[src/rtl/pwm_multi_if.sv]
// pwm_multi_if: control and status bundle for pwm_multi.
// The center signal exists only when PWM_CENTER_ALIGN_EN is defined.
interface pwm_multi_if #(
    parameter int R = 8,
    parameter int N = 4,
    parameter int P = 8
);
    logic           en;
    logic [P-1:0]   prescale;
    logic [R-1:0]   top;
    logic [N*R-1:0] duty;
    logic           load;
    logic [N-1:0]   pwm_out;
    logic           period_start;
    logic           load_ack;
`ifdef PWM_CENTER_ALIGN_EN
    logic           center;

    modport master (
        output en, prescale, top, duty, load, center,
        input  pwm_out, period_start, load_ack
    );
    modport slave (
        input  en, prescale, top, duty, load, center,
        output pwm_out, period_start, load_ack
    );
`else
    modport master (
        output en, prescale, top, duty, load,
        input  pwm_out, period_start, load_ack
    );
    modport slave (
        input  en, prescale, top, duty, load,
        output pwm_out, period_start, load_ack
    );
`endif
endinterface

[src/rtl/pwm_multi.sv]
// pwm_multi: N-channel PWM sharing one prescaled period counter with double-buffered top/duty.
// Define PWM_CENTER_ALIGN_EN to add up/down (center-aligned) counting selected by bus.center.
module pwm_multi #(
    parameter int R = 8,
    parameter int N = 4,
    parameter int P = 8
) (
    input  logic       clk,
    input  logic       reset_n,
    pwm_multi_if.slave bus
);
    localparam logic [R-1:0] CNT_ZERO = {R{1'b0}};
    localparam logic [R-1:0] CNT_ONE  = {{(R-1){1'b0}}, 1'b1};
    localparam logic [P-1:0] PRE_ZERO = {P{1'b0}};
    localparam logic [P-1:0] PRE_ONE  = {{(P-1){1'b0}}, 1'b1};

    logic [P-1:0]   pre_cnt_r;
    logic [R-1:0]   cnt_r;
    logic [R-1:0]   top_act_r;
    logic [R-1:0]   top_stg_r;
    logic [N*R-1:0] duty_act_r;
    logic [N*R-1:0] duty_stg_r;
    logic           pending_r;
    logic           load_ack_r;
    logic           period_start_r;
    logic           tick_s;
    logic           boundary_s;
    logic           commit_s;
    logic [R-1:0]   cnt_nxt_s;
    logic [N-1:0]   pwm_s;
`ifdef PWM_CENTER_ALIGN_EN
    logic           center_act_r;
    logic           dir_down_r;
    logic           dir_nxt_s;
`endif

    // Prescaler tick and commit qualification (a disabled block commits immediately)
    always_comb begin
        tick_s   = bus.en && (pre_cnt_r == bus.prescale);
        commit_s = pending_r && (boundary_s || !bus.en);
    end

    // Next counter value and period boundary detection
    always_comb begin
        boundary_s = 1'b0;
        cnt_nxt_s  = cnt_r;
`ifdef PWM_CENTER_ALIGN_EN
        dir_nxt_s  = dir_down_r;
`endif
        if (!tick_s) begin
            cnt_nxt_s = cnt_r;
        end else if (top_act_r == CNT_ZERO) begin
            boundary_s = 1'b1;
            cnt_nxt_s  = CNT_ZERO;
`ifdef PWM_CENTER_ALIGN_EN
            dir_nxt_s  = 1'b0;
        end else if (center_act_r && (dir_down_r || (cnt_r == top_act_r))) begin
            // Falling half: the step from 1 onto 0 closes the period
            cnt_nxt_s  = cnt_r - CNT_ONE;
            boundary_s = (cnt_r == CNT_ONE);
            dir_nxt_s  = (cnt_r != CNT_ONE);
`endif
        end else if (cnt_r == top_act_r) begin
            boundary_s = 1'b1;
            cnt_nxt_s  = CNT_ZERO;
        end else begin
            cnt_nxt_s  = cnt_r + CNT_ONE;
        end
    end

    // Prescaler and period counter, both held at zero while disabled
    always_ff @(posedge clk or negedge reset_n) begin
        if (!reset_n) begin
            pre_cnt_r  <= PRE_ZERO;
            cnt_r      <= CNT_ZERO;
`ifdef PWM_CENTER_ALIGN_EN
            dir_down_r <= 1'b0;
`endif
        end else if (!bus.en) begin
            pre_cnt_r  <= PRE_ZERO;
            cnt_r      <= CNT_ZERO;
`ifdef PWM_CENTER_ALIGN_EN
            dir_down_r <= 1'b0;
`endif
        end else begin
            pre_cnt_r  <= tick_s ? PRE_ZERO : (pre_cnt_r + PRE_ONE);
            cnt_r      <= cnt_nxt_s;
`ifdef PWM_CENTER_ALIGN_EN
            dir_down_r <= dir_nxt_s;
`endif
        end
    end

`ifdef PWM_CENTER_ALIGN_EN
    // Counting mode may only change where the counter restarts from 0
    always_ff @(posedge clk or negedge reset_n) begin
        if (!reset_n) begin
            center_act_r <= 1'b0;
        end else if (boundary_s || !bus.en) begin
            center_act_r <= bus.center;
        end else begin
            center_act_r <= center_act_r;
        end
    end
`endif

    // Double-buffered top/duty: stage on load, activate on commit
    always_ff @(posedge clk or negedge reset_n) begin
        if (!reset_n) begin
            top_stg_r  <= CNT_ZERO;
            duty_stg_r <= {(N*R){1'b0}};
            top_act_r  <= {R{1'b1}};
            duty_act_r <= {(N*R){1'b0}};
            pending_r  <= 1'b0;
        end else begin
            if (bus.load) begin
                top_stg_r  <= bus.top;
                duty_stg_r <= bus.duty;
            end
            if (commit_s) begin
                top_act_r  <= top_stg_r;
                duty_act_r <= duty_stg_r;
            end
            pending_r <= bus.load || (pending_r && !commit_s);
        end
    end

    // Single-cycle status pulses, one clock after the triggering edge
    always_ff @(posedge clk or negedge reset_n) begin
        if (!reset_n) begin
            load_ack_r     <= 1'b0;
            period_start_r <= 1'b0;
        end else begin
            load_ack_r     <= commit_s;
            period_start_r <= boundary_s;
        end
    end

    // Channel compare straight from registers: no added latency, no glitch source
    always_comb begin
        pwm_s = {N{1'b0}};
        for (int i = 0; i < N; i++) begin
            pwm_s[i] = bus.en && (cnt_r < duty_act_r[i*R +: R]);
        end
    end

    assign bus.pwm_out      = pwm_s;
    assign bus.period_start = period_start_r;
    assign bus.load_ack     = load_ack_r;
endmodule

[src/flat_wrapper.sv]
// flat-port wrapper written by rule: the top's interface ports become plain ports
module pwm_multi_flat 
#(
    parameter int R = 8,
    parameter int N = 4,
    parameter int P = 8
)
  (clk, reset_n, bus_en, bus_prescale, bus_top, bus_duty, bus_load, bus_pwm_out, bus_period_start, bus_load_ack);
  pwm_multi_if #(.R(R), .N(N), .P(P)) bus_i ();
  input  logic clk;
  input  logic reset_n;
  input wire logic [$bits(bus_i.en)-1:0] bus_en;
  input wire logic [$bits(bus_i.prescale)-1:0] bus_prescale;
  input wire logic [$bits(bus_i.top)-1:0] bus_top;
  input wire logic [$bits(bus_i.duty)-1:0] bus_duty;
  input wire logic [$bits(bus_i.load)-1:0] bus_load;
  output wire logic [$bits(bus_i.pwm_out)-1:0] bus_pwm_out;
  output wire logic [$bits(bus_i.period_start)-1:0] bus_period_start;
  output wire logic [$bits(bus_i.load_ack)-1:0] bus_load_ack;
  assign bus_i.en = bus_en;
  assign bus_i.prescale = bus_prescale;
  assign bus_i.top = bus_top;
  assign bus_i.duty = bus_duty;
  assign bus_i.load = bus_load;
  assign bus_pwm_out = bus_i.pwm_out;
  assign bus_period_start = bus_i.period_start;
  assign bus_load_ack = bus_i.load_ack;
  pwm_multi #(.R(R), .N(N), .P(P)) u_core (.clk(clk), .reset_n(reset_n), .bus(bus_i));
endmodule
[config.mk]
export PLATFORM = sky130hd
export DESIGN_NAME = pwm_multi_flat
export DESIGN_NICKNAME = d
export VERILOG_FILES = /design/src/rtl/pwm_multi_if.sv /design/src/rtl/pwm_multi.sv /design/src/flat_wrapper.sv
export SDC_FILE = /design/constraint.sdc
export NUM_CORES = 1
export LEC_CHECK = 0
export CAP_MARGIN = 20
export CORE_MARGIN = 8
export CORE_UTILIZATION = 52
export CTS_CLUSTER_SIZE = 40
export DETAILED_ROUTE_END_ITERATION = 10
export PLACE_DENSITY = 0.75
export SETUP_SLACK_MARGIN = 0.15
export SLEW_MARGIN = 10
export SYNTH_ARGS = -nofsm -noshare
export SYNTH_HDL_FRONTEND = slang
export SYNTH_SLANG_ARGS = --single-unit
[constraint.sdc]
create_clock -name clk -period 1.6 [get_ports clk]
set_input_delay 0.32 -clock clk [delete_from_list [all_inputs] [get_ports clk]]
set_output_delay 0.32 -clock clk [all_outputs]
set_load 0.005 [all_outputs]
==> flow_metrics.py <==
metrics = {
    "timing": {
        "worst_slew_pin_slew_ns": 0.496,
        "finalCritPeriodShare": 1.49,
        "setup_viol": 55,
        "hold_violations": 0,
        "setup_tns_ns": -29.06,
        "grt_setup_unrepaired": "yes",
        "slew-limit-headroom": 0.670,
        "slew_viol_final": 0,
        "skew_ns": 0.00918,
        "fin_crit_ns": 2.39,
        "fin_ws_ns": -0.788,
        "fmax_mhz": 419,
    },
    "detailed_routing": {
        "drtIter0Drc": 839,
        "post_drt_wl_per_cell_um": 24.6,
        "vias": 5929,
        "routed_wl_um": 21200,
        "ant_nets": 0,
        "via_per_inst": 6.89,
        "first_pass_iters": 7,
        "drc": 0,
    },
    "layout": {
        "fin_area_um2": 8500,
        "nNetsFinal": 798,
        "mostFrequentLayoutCells": "dfrtp_1, buf_4, clkdlybuf4s50_1",
        "drive_gt1_frac": 0.372,
        "antenna_cells": 0,
        "syn2layout_area_growth_pct": 44.9,
        "layout_commonest_cell": "dfrtp_1",
    },
    "power": {
        "p_leak_nw": 3.71,
        "irDropWorstVdd_mv": 0.548,
        "power_density_nw_per_um2": 794,
    },
    "synth": {
        "ys_ff_latch": 99,
        "yosys.area.top_type": "dfrtp_1",
        "synth_area_um2": 5860,
        "synth_edf_count": 0,
        "synthArstFlopShare": 1.00,
        "synth_area_leaders": "dfrtp_1, mux2_2, a222oi_1",
        "synth_fp_nets": 657,
        "syn_inst": 575,
        "yosysWarnings": 0,
        "synth_ff_type": "dfrtp_1",
        "avgSynthCellArea_um2": 10.2,
        "ys_types": 41,
        "seq_area_frac_synth": 0.424,
        "synth_top_area_frac": 0.388,
    },
    "die": {
        "ioPinCount": 58,
        "std_cell_rows": 38,
        "die_width_um": 122,
        "initial_core_util": 0.536,
        "die_area_um2": 14900,
        "die_h_um": 122,
        "core_area_um2": 10900,
    },
    "global_route": {
        "globalRouteOverflowTotal": 0,
        "grt_pass1_vias": 5711,
        "grt_pass1_wl_um": 28500,
        "track_usage": 0.240,
        "grt_start_max_net_pins": 43,
        "antenna_found_initial": 0,
    },
    "placement": {
        "postPlaceCellArea_um2": 7130,
        "pre_cts_slack_ns": -0.632,
        "gp_congestion": 0.856,
        "port_buffers": 57,
        "dp_hpwl_um": 10500,
    },
    "critical_path": {
        "required_ns": 1.28,
        "crit_type": "reg2out",
        "worstSetupStartpointType": "flop",
        "end_kind": "output pin",
        "path_max_fanout": 4,
        "worstPathArrival_ns": 2.07,
    },
    "cts": {
        "cts_tree": "yes",
        "cts.clk_slew.worst_paths_ns": 0.07,
        "h-tree-depth": 3,
        "worstSkewPairLatency_ns": 0.36,
        "clk_path_buf_depth": 2,
        "cts_root_buffer": "clkbuf_16",
        "numCtsBuffers": 9,
        "cts_num_sinks": 99,
    },
    "hold_path": {
        "hp-class": "in2async",
    },
    "run_status": {
        "violations": "setup timing",
        "status": "finished with violations",
    },
    "flow_run": {
        "cap_violations": 0,
    },
}
-- area by class of cell --
class / instances / area [um^2]
clock buffers: 12 / 256
clock inverters: 4 / 25.0
fillers: 647 / 2440
inverters: 29 / 109
multi-input cells: 403 / 3530
flip-flops and latches: 99 / 2500
well taps: 140 / 175
repair buffers: 174 / 1900
-- state kept, by name, indices dropped and copies added, names as in the netlist --
name and cells:
u_core.duty_stg_r 32, u_core.duty_act_r 32, u_core.pending_r 1, u_core.top_act_r 8, u_core.bus.period_start 1, u_core.top_stg_r 8
u_core.bus.load_ack 1, u_core.pre_cnt_r 8, u_core.cnt_r 8
-- stage by stage --
stage	cells	utilization	hold WS, ns	power [W]
2_1_floorplan	575	-	0.0244	0.00374
3_3_place_gp	800	0.652	0.209	0.00425
3_5_place_dp	800	0.652	0.210	0.00434
4_1_cts	848	0.736	0.384	0.00646
5_1_grt	861	0.777	0.391	0.00696
6_report	861	0.777	0.377	0.00675
-- cells in the mapped netlist (2+ instances only) --
cell type	number
buf_2	9
or3_1	3
inv_1	28
a21oi_1	6
nand2b_1	44
a31oi_1	8
and2_1	40
nand4_1	43
a21boi_1	2
o21a_1	3
ha_1	30
o2111ai_1	3
buf_6	6
mux2_2	40
xnor2_1	20
dfstp_2	8
a222oi_1	40
nand4b_1	2
buf_1	2
and3_1	7
xor2_1	2
nand3_1	50
nor4_1	5
dfrtp_1	91
a21o_1	8
a21boi_0	2
nor2_1	11
clkbuf_1	27
nand2_1	13
nand3b_1	6
o21ai_0	6
-- report_power, final --
| group | switching [W] | leakage [nW] | total, W | internal [W] |
|---|---|---|---|---|
| Combinational | 0.000755 | 2.45 | 0.00156 | 0.000808 |
| Sequential | 0.000258 | 1.13 | 0.00304 | 0.00278 |
| Clock | 0.00101 | 0.135 | 0.00215 | 0.00114 |
| Total | 0.00202 | 3.71 | 0.00675 | 0.00472 |
-- kinds of logic after synthesis --
kind of cell,count (synthesis),share of synthesized area
AOI/OAI and AO/OA,84,0.121
buffers and inverters,73,0.0563
muxes,40,0.0768
adders and majority gates,30,0.0640
xor gates and xnor gates,22,0.0329
DFF,99,0.424
and+or+nand+nor,227,0.224
-- worst max-delay path: stages, from the launching register on --
cell,delay [ns]
dfrtp_2,0.46
buf_4,0.17
ha_4,0.24
a21o_1,0.19
a31oi_1,0.15
o21ai_1,0.09
a31oi_1,0.24
buf_2,0.17
-- layer usage --
layer  global-route usage  routed length (um)  vias up
li1                     -                   -     2440
met1                0.280                7420     2872
met2                0.418               10400      484
met3               0.0495                1940      133
met4                0.104                1350        0
met5                    0                   0        -
-- final timing paths --
check	from	endpoint	slack [ns]	cells past startpoint
max	u_core.cnt_r[5]	bus_pwm_out[3]	-0.79	7
min reg2reg	u_core.duty_stg_r[15]	u_core.duty_stg_r[15]	0.54	1
max in group asynchronous	reset_n	u_core.top_act_r[7]	0.69	3
max reg2reg	u_core.cnt_r[1]	u_core.duty_act_r[30]	-0.59	12
min in group clk	bus_load	u_core.pending_r	0.50	3
min	reset_n	u_core.duty_stg_r[27]	0.38	2
-- what timing repair did --
action / CTS / global route
setup buffers: 26 / 12
hold endpoints to repair: 13 / 0
cloned: 5 / 2
pin swaps: 23 / 18
resized for setup: 99 / 55
hold buffers: 1 / 0
setup endpoints to repair: 65 / 63
Power figures use the tool's default switching activity.
